`config.mk`:
```
export PLATFORM = sky130hd
export DESIGN_NAME = memory_arbiter
export DESIGN_NICKNAME = d
export VERILOG_FILES = /design/src/rtl/memory_arbiter_pkg.sv /design/src/rtl/memory_arbiter.sv
export SDC_FILE = /design/constraint.sdc
export NUM_CORES = 1
export LEC_CHECK = 0
export CAP_MARGIN = 20
export CORE_UTILIZATION = 30
export CTS_BUF_LIST = sky130_fd_sc_hd__clkbuf_2
export DETAILED_ROUTE_END_ITERATION = 16
export HOLD_SLACK_MARGIN = 0.05
export PLACE_DENSITY = 0.67
export SLEW_MARGIN = 20
export SYNTH_ARGS = -nofsm -noshare
export SYNTH_HDL_FRONTEND = slang
export SYNTH_SLANG_ARGS = --single-unit
export TNS_END_PERCENT = 1
```
`constraint.sdc`:
```
create_clock -name clk -period 1.9 [get_ports clk]
set_input_delay 0.285 -clock clk [delete_from_list [all_inputs] [get_ports clk]]
set_output_delay 0.285 -clock clk [all_outputs]
set_load 0.05 [all_outputs]
```
`src/rtl/memory_arbiter_pkg.sv`:
```
// Shared types for the memory arbiter: word/address types, FSM state
// encoding, requester identifiers and the round-robin pick helper.
package memory_arbiter_pkg;

    typedef logic [31:0] addr_t;
    typedef logic [31:0] word_t;

    typedef enum logic [1:0] {
        IDLE,
        RD,
        WR
    } arb_state_t;

    typedef enum logic {
        PORT_FETCH,
        PORT_DATA
    } port_t;

    // Round-robin between two requesters: a lone request wins outright,
    // a tie goes to the port that did not win last time.
    function automatic port_t rr_pick(input logic f_req, input logic d_req,
                                      input port_t last);
        if (f_req && d_req) return (last == PORT_DATA) ? PORT_FETCH : PORT_DATA;
        return f_req ? PORT_FETCH : PORT_DATA;
    endfunction

endpackage

```
`src/rtl/memory_arbiter.sv`:
```
// Memory arbiter: shares one Memory (write channel in_*, read channel out_*)
// between the instruction-fetch port (read-only) and the data port
// (read/write). One Memory transaction outstanding at a time, round-robin
// grant, sticky watchdog flag for a transaction that never completes.
//
// Ports:
//   clk, reset         clock, synchronous active-low reset
//   f_addr/f_valid     fetch request;   f_ready/f_data completion + data
//   d_addr/d_wdata/
//   d_we/d_valid       data request;    d_ready/d_rdata completion + data
//   in_addr/in_data/
//   in_valid/in_ready  Memory write channel
//   out_addr/out_valid/
//   out_ready/out_data Memory read channel
//   err                sticky watchdog timeout
//
// state | meaning
// ------+--------------------------------------------------------------
// IDLE  | no transaction; arbitrate between f_valid and d_valid
// RD    | read granted; out_valid high until out_ready
// WR    | data write granted; in_valid high until in_ready
module memory_arbiter
    import memory_arbiter_pkg::*;
#(
    parameter int ADDR_WIDTH = 32,
    parameter int DATA_WIDTH = 32,
    parameter int TIMEOUT    = 1024
) (
    input  logic                  clk,
    input  logic                  reset,
    input  logic [ADDR_WIDTH-1:0] f_addr,
    input  logic                  f_valid,
    output logic                  f_ready,
    output logic [DATA_WIDTH-1:0] f_data,
    input  logic [ADDR_WIDTH-1:0] d_addr,
    input  logic [DATA_WIDTH-1:0] d_wdata,
    input  logic                  d_we,
    input  logic                  d_valid,
    output logic                  d_ready,
    output logic [DATA_WIDTH-1:0] d_rdata,
    output logic [ADDR_WIDTH-1:0] in_addr,
    output logic [DATA_WIDTH-1:0] in_data,
    output logic                  in_valid,
    input  logic                  in_ready,
    output logic [ADDR_WIDTH-1:0] out_addr,
    output logic                  out_valid,
    input  logic                  out_ready,
    input  logic [DATA_WIDTH-1:0] out_data,
    output logic                  err
);

    localparam int CW = (TIMEOUT > 0) ? $clog2(TIMEOUT + 1) : 1;
    localparam logic [CW-1:0] WD_MAX  = CW'(TIMEOUT);
    localparam logic [CW-1:0] WD_LAST = CW'(TIMEOUT - 1);

    arb_state_t    state;
    port_t         last_grant;
    port_t         pick;
    logic [CW-1:0] wd_cnt;

    assign pick = rr_pick(f_valid, d_valid, last_grant);

    // Completion pulses follow Memory's acknowledge in the same cycle; the
    // acknowledge only counts in the matching state, so strays are ignored.
    assign f_ready = (state == RD) && (last_grant == PORT_FETCH) && out_ready;
    assign d_ready = ((state == RD) && (last_grant == PORT_DATA) && out_ready) ||
                     ((state == WR) && in_ready);
    assign f_data  = out_data;
    assign d_rdata = out_data;

    always_ff @(posedge clk) begin
        if (!reset) begin
            state      <= IDLE;
            last_grant <= PORT_DATA;
            in_addr    <= '0;
            in_data    <= '0;
            in_valid   <= 1'b0;
            out_addr   <= '0;
            out_valid  <= 1'b0;
            wd_cnt     <= '0;
            err        <= 1'b0;
        end else begin
            case (state)
                IDLE: begin
                    if (f_valid || d_valid) begin
                        last_grant <= pick;
                        wd_cnt     <= '0;
                        if (pick == PORT_FETCH) begin
                            out_addr  <= f_addr;
                            out_valid <= 1'b1;
                            state     <= RD;
                        end else if (d_we) begin
                            in_addr  <= d_addr;
                            in_data  <= d_wdata;
                            in_valid <= 1'b1;
                            state    <= WR;
                        end else begin
                            out_addr  <= d_addr;
                            out_valid <= 1'b1;
                            state     <= RD;
                        end
                    end
                end
                RD: begin
                    if (out_ready) begin
                        out_valid <= 1'b0;
                        state     <= IDLE;
                    end
                end
                WR: begin
                    if (in_ready) begin
                        in_valid <= 1'b0;
                        state    <= IDLE;
                    end
                end
                default: state <= IDLE;
            endcase

            // Watchdog: err lands on the same edge the count reaches TIMEOUT;
            // the transaction keeps waiting and the count saturates.
            if (state != IDLE) begin
                if (wd_cnt != WD_MAX) wd_cnt <= wd_cnt + 1'b1;
                if ((TIMEOUT != 0) && (wd_cnt == WD_LAST)) err <= 1'b1;
            end
        end
    end

endmodule

```
==> qor.yml <==
setup_path:
  worstPathCellList: "nand3b_1, o21ai_2, buf_12"
  ff2ff_path_depth: 7
  worst_path_largest_cell_delay_ns: 0.37
  maximum_fanout_along_the_worst_path: 3
  arrival_time_reported_for_the_critical_path_endpoint_ns: 1.64
  worstSetupPathType: "reg -> out"
  worst_path_max_delay_cell: "sky130_fd_sc_hd__dfxtp_4"
  capturing_element_type_of_the_critical_path: "primary output"
  critPathLaunchType: "flip-flop"
  cp.required_ns: 1.62
floorplan:
  chipHeight_um: 132
  num_io_pins: 300
  core_area_um2: 16100
  rows: 46
  floorplan.initialDensity_pct: 31.2
  die_w_um: 132
  floorplan.die_area_um2: 17300
placement:
  numPlacedInstances: 964
  place_area_um2: 6980
  place.detailed.hpwl_mm: 10.7
  gp_congestion: 0.787
  pre_cts_ws_ns: -0.0181
  placement.io_buffers: 203
sta:
  max-slew-margin-rel_pct: 70.9
  timing_hold_violations_final: 0
  max_freq_mhz: 518
  worst_clock_skew_ns: 0.0282
  finalWorstPathRequiredPeriod_ns: 1.93
  tightestPinTransition_ns: 0.436
  setup_slack_ns: -0.0294
  number_of_endpoints_failing_setup_at_the_final_stage: 1
  final_max_slew_viol_count: 0
  rsz_0062_raised_after_global_routing: "true"
  layout_worst_path_cycle_share_pct: 102
job:
  drv.max_cap_violation_count: 0
clock_network:
  insertion_delay_ns: 0.66
  clk_root_buffer_cell: "sky130_fd_sc_hd__clkbuf_2"
  path_clk_slew_ns: 0.17
  numClockSinks: 113
  tritoncts.num_buffers: 17
  tritoncts: "done"
  htree_num_levels: 4
  max-clock-path-buffers: 2
grt:
  first_global_vias: 4750
  grt_first_pass_wirelength_mm: 25.4
  antenna_found_initial: 1
  groute.usage.overall_pct: 18.7
  grt-ovfl-total: 0
  grt_max_degree: 56
logic_synthesis:
  ys_ff_latch: 113
  number_of_distinct_standard_cells_referenced_by_the_synthesized_netlist: 39
  synth.net_count: 767
  synth_edf_count: 0
  ys_dominant_reg_cell: "sky130_fd_sc_hd__dfxtp_1"
  asyncSetResetFlopFracSynth_pct: 0
  postSynthAreaPerCell_um2: 7.99
  seq_area_frac_synth_pct: 45.0
  netlist_area_um2: 5030
  yosysWarningCount: 0
  post_synth_inst_count: 630
route:
  routed_wire_length_per_instance_um: 15.6
  route.detailed.vias_per_inst: 4.78
  via_count: 4857
  routed_wl_mm: 15.9
  drtAntennaViolNets: 0
  drt_pre_antenna_iters: 5
  detailed_route_iter0_violations: 253
  post-route-drc-count: 0
outcome:
  status: "finished with violations"
  failed_checks: "negative setup slack"
finish:
  finish.net_count: 925
  final_cell_count_no_fill: 1017
  fillerInstances: 1579
  final-seq-area_um2: 2270
  utilization_pct: 46.8
  multi_input_area_um2: 2060
  layout-drive-gt1-share_pct: 21.6
  layout-area-overhead-vs-synth_pct: 49.8
  total_non_filler_cell_area_in_the_finished_layout_um2: 7540
min_path:
  hold_depth: 3
  worst_hold_path_type: "in -> reg"
power_and_ir_drop:
  design_power_total_mw: 5.97
  pwr_density_cell_nw_per_um2: 792
  ir_worst_vdd_mv: 0.295
  cellLeakagePower_nw: 2.72
## worst paths after layout
check                           start                  endpoint  slack [ns]
min reg2reg  in_data[11]$_SDFFE_PN0P_  in_data[11]$_SDFFE_PN0P_        0.46
min                       d_wdata[23]  in_data[23]$_SDFFE_PN0P_        0.16
max             state[1]$_SDFFE_PN0P_                   d_ready       -0.03
max reg2reg     state[1]$_SDFFE_PN0P_  in_addr[27]$_SDFFE_PN0P_        0.16
## synthesized netlist by cell type, drive strengths merged (3+ instances only)
library cell	instances	area, µm²
nand2	168	633
nand4	3	25.0
o21ai	5	25.0
nand2b	3	26.3
clkbuf	16	60.1
inv	7	26.3
buf	95	659
a311oi	33	289
xor2	5	43.8
dfxtp	113	2260
nor2	17	63.8
nand3	37	185
xnor2	3	26.3
a21oi	101	509
## cells in the final DEF (no fill, tap or decap), drive strengths merged, types with 2 or more instances in the layout
cell	netlist	layout
clkinv	0	9
a21oi	101	101
nand3	37	37
clkdlybuf4s50	0	102
inv	7	6
nand2b	3	3
dfxtp	113	113
clkinvlp	0	2
bufinv	0	3
o21a	2	2
or3	2	2
ha	2	2
nand4	3	3
nand2	168	168
o21ai	5	5
clkdlybuf4s15	0	94
and4	2	2
nor4b	2	2
buf	95	35
nor2	17	17
clkbuf	16	20
dlygate4sd3	0	17
xnor2	3	3
xor2	5	5
a311oi	33	33
nor3	2	2
## kinds of logic (layout without fill, tap and decap cells)
logic type,after synthesis,after routing,synth area share (%)
XOR/XNOR,8,8,1.39
other,0,1,0
AO/OA/AOI/OAI,145,145,17.3
flip-flops,113,113,45.0
buffers and inverters,118,288,14.8
adder cells (fa/ha/maj),2,2,0.497
AND/OR/NAND/NOR,242,242,20.5
multiplexers,2,2,0.497
## flip-flops by register name (all words and copies together) (netlist names)
name,cells
in_data,32
wd_cnt,11
out_addr,32
out_valid,1
state,2
err,1
in_addr,32
in_valid,1
last_grant,1
## worst max-delay path, delay by kind of cell (launching register included)
kind            cells  cell delay, ns
compound gates      1            0.22
buf+inv             1            0.16
flops               1            0.37
simple gates        1            0.24
## per-stage QoR
step	setup TNS [ns]	hold WS [ns]
2_1_floorplan	0	0.374
3_3_place_gp	0	0.442
3_5_place_dp	-0.0202	0.446
4_1_cts	-0.293	0.0530
5_1_grt	-0.391	0.0542
6_report	-0.0294	0.162
## where the power goes
| part | internal, mW | total [mW] | switching [mW] |
|---|---|---|---|
| logic | 0.672 | 1.72 | 1.04 |
| registers | 2.53 | 2.61 | 0.0824 |
| clock network | 0.710 | 1.65 | 0.938 |
## timing repair
action | in CTS | in global routing
endpoints found under the hold margin | 16 | 1
hold buffers | 16 | 1
gates resized for setup | 292 | 2
buffers inserted | 5 | 0
endpoints found under the setup margin | 98 | 4
pin swaps | 2 | 1
cloned | 0 | 0
## routing by layer
metal  up-vias  share of wire [%]  wire [µm]  GRT usage (%)
met4         0                2.4        376           9.24
met2       167                 49       7720           30.5
met5         -                  0          0              0
li1       2395                  -          -              -
met3        38                6.7       1070           5.71
met1      2257                 42       6730           22.3
## layout make-up
class                      count  share of cell area [%]
clock buffer                  18                    1.20
multi-input combinational    399                    27.3
sequential                   113                    30.1
clock inverter                13                    1.93
inverter                       7                   0.365
antenna                        1                  0.0332
tap                          216                    3.59
timing repair buffer         250                    35.5
(Power assumes the default switching activity.)
==> RTL edit: new RTL, config.mk and constraints unchanged <==
Set the parameter `TIMEOUT` to 512 (it was 1024).
--- a/src/rtl/memory_arbiter.sv
+++ b/src/rtl/memory_arbiter.sv
@@ -24,7 +24,7 @@
 #(
     parameter int ADDR_WIDTH = 32,
     parameter int DATA_WIDTH = 32,
-    parameter int TIMEOUT    = 1024
+    parameter int TIMEOUT    = 512
 ) (
     input  logic                  clk,
     input  logic                  reset,
Check against the original RTL: no difference found for any inputs over 4 cycles, from zero or initial values and one cycle with reset low; that may be too few to reach the edited logic, so the function may still have changed.
==> RTL edit against the original RTL <==
- the run still ends with negative setup slack left
- sequential cell count down 1
- cell area down 8.6%
- power down 13%
- hold slack worse by 0.031 ns
- wire length down 0.80%
- fmax down 0.86%
- area after synthesis down 1.2%
- first-iteration DRC count down 13%
- setup slack worse by 0.017 ns
- cell count down 3.2%
- largest cell class is now sequential cells
==> RTL edit: results (changes against the original RTL) <==
metric,value,unit,change
R2R depth,6,,-1
max incr delay on CP,0.41,ns,+0.04 ns
WL met3,1272,um,+19%
HPWL after DPL,10970,um,+2.4%
number of detailed-route iterations in the first pass,4,,-1
vias in the first global route,4492,,-5.4%
syn_area_per_cell,8.020,sq um,+0.40%
Layout Skew,0.04154,ns,+0.01329 ns
Synth area leaders,"dfxtp_1, nand2_1, buf_4, a21oi_1, a311oi_1",,
worst vdd ir,0.0004148,V,+40%
final worst slack,-0.04612,ns,-0.01670 ns
filler cell count in the final layout,1648,,+4.4%
post-place setup slack,-0.05627,ns,-0.03812 ns
global-route wire length before repair,23830,um,-6.2%
Placed Area,0.006868,sq mm,-1.6%
share of post-route cells with drive strength above 1,0.2034,,-0.01286
met2 wire len,7623,um,-1.3%
status,finished with violations,,
GRT Util Overall,0.1845,,-0.002882
Pwr Total,5.177,mW,-13%
post_cts resized,227,,-22%
failing checks,negative setup slack,,
Post-Place Cells,952,,-1.2%
r2r setup slk,0.33,ns,+0.17 ns
Reg2Reg Capture Point,in_addr[4]$_SDFFE_PN0P_,,
Nets,899,,-2.8%
largest net degree at the start of global routing,54,,-3.6%
Final setup violation count,2,,+1
DR vias,4692,,-3.4%
First DRT Iteration DRCs,221,,-13%
WP data arrival,1.66,ns,+0.02 ns
CTS H-tree depth,3,,-1
GP Congestion,0.7727,,-1.9%
CTS buffer count,9,,-8
most frequent cells after synthesis,"nand2_1, dfxtp_1, a21oi_1, buf_4, nand3_1",,
# Post-CTS Setup Buffers,0,,-5
Lkg Pwr,2.563,nW,-5.9%
post-synthesis sequential area ratio,0.4509,,+0.001403
Worst-path clk slew,0.30,ns,+0.13 ns
setup TNS,-0.05407,ns,-0.02465 ns
-- RTL edit: cells by family (layout without fill, tap and decap cells) --
kind of cell,count (synthesis),after routing,share of synthesized area
AOI/OAI and AO/OA,145,145,0.1799
other,0,1,0
xor gates and xnor gates,7,7,0.01233
and+or+nand+nor,237,237,0.1995
muxes,2,2,0.004278
DFF,112,112,0.4509
buffers and inverters,115,262,0.1480
adders and majority gates,2,2,0.005032
-- RTL edit: worst min path at each step --
| stage | end | slack (ns) | from |
|---|---|---|---|
| finish | in_data[13]$_SDFFE_PN0P_ | 0.13 | d_wdata[13] |
| floorplan | last_grant$_SDFFE_PN1P_ | 0.36 | reset |
| global placement | in_addr[15]$_SDFFE_PN0P_ | 0.44 | in_addr[15]$_SDFFE_PN0P_ |
| global route | in_data[15]$_SDFFE_PN0P_ | 0.05 | d_wdata[15] |
| CTS | out_addr[28]$_SDFFE_PN0P_ | 0.06 | f_valid |
| detailed placement | in_addr[15]$_SDFFE_PN0P_ | 0.45 | in_addr[15]$_SDFFE_PN0P_ |
-- RTL edit: layout make-up --
class                   count  area (sq um)  area share
well taps                 216         270.3     0.03924
clock buffers               9         45.04    0.006540
repair buffers            240          2236      0.3246
inverters                   6         23.77    0.003451
multi-input cells         393          2023      0.2937
diodes                      1         2.502   0.0003633
flip-flops and latches    112          2250      0.3266
clock inverters             7         37.54    0.005450
-- RTL edit: power groups by stage --
stage | Sequential (mW) | Clock [mW] | Combinational [mW]
3_3_place_gp | 2.64 | 0 | 1.67
2_1_floorplan | 3.12 | 0 | 0.824
6_report | 2.60 | 0.968 | 1.61
5_1_grt | 2.62 | 1.11 | 1.72
4_1_cts | 2.60 | 1.01 | 1.63
3_5_place_dp | 2.64 | 0 | 1.68
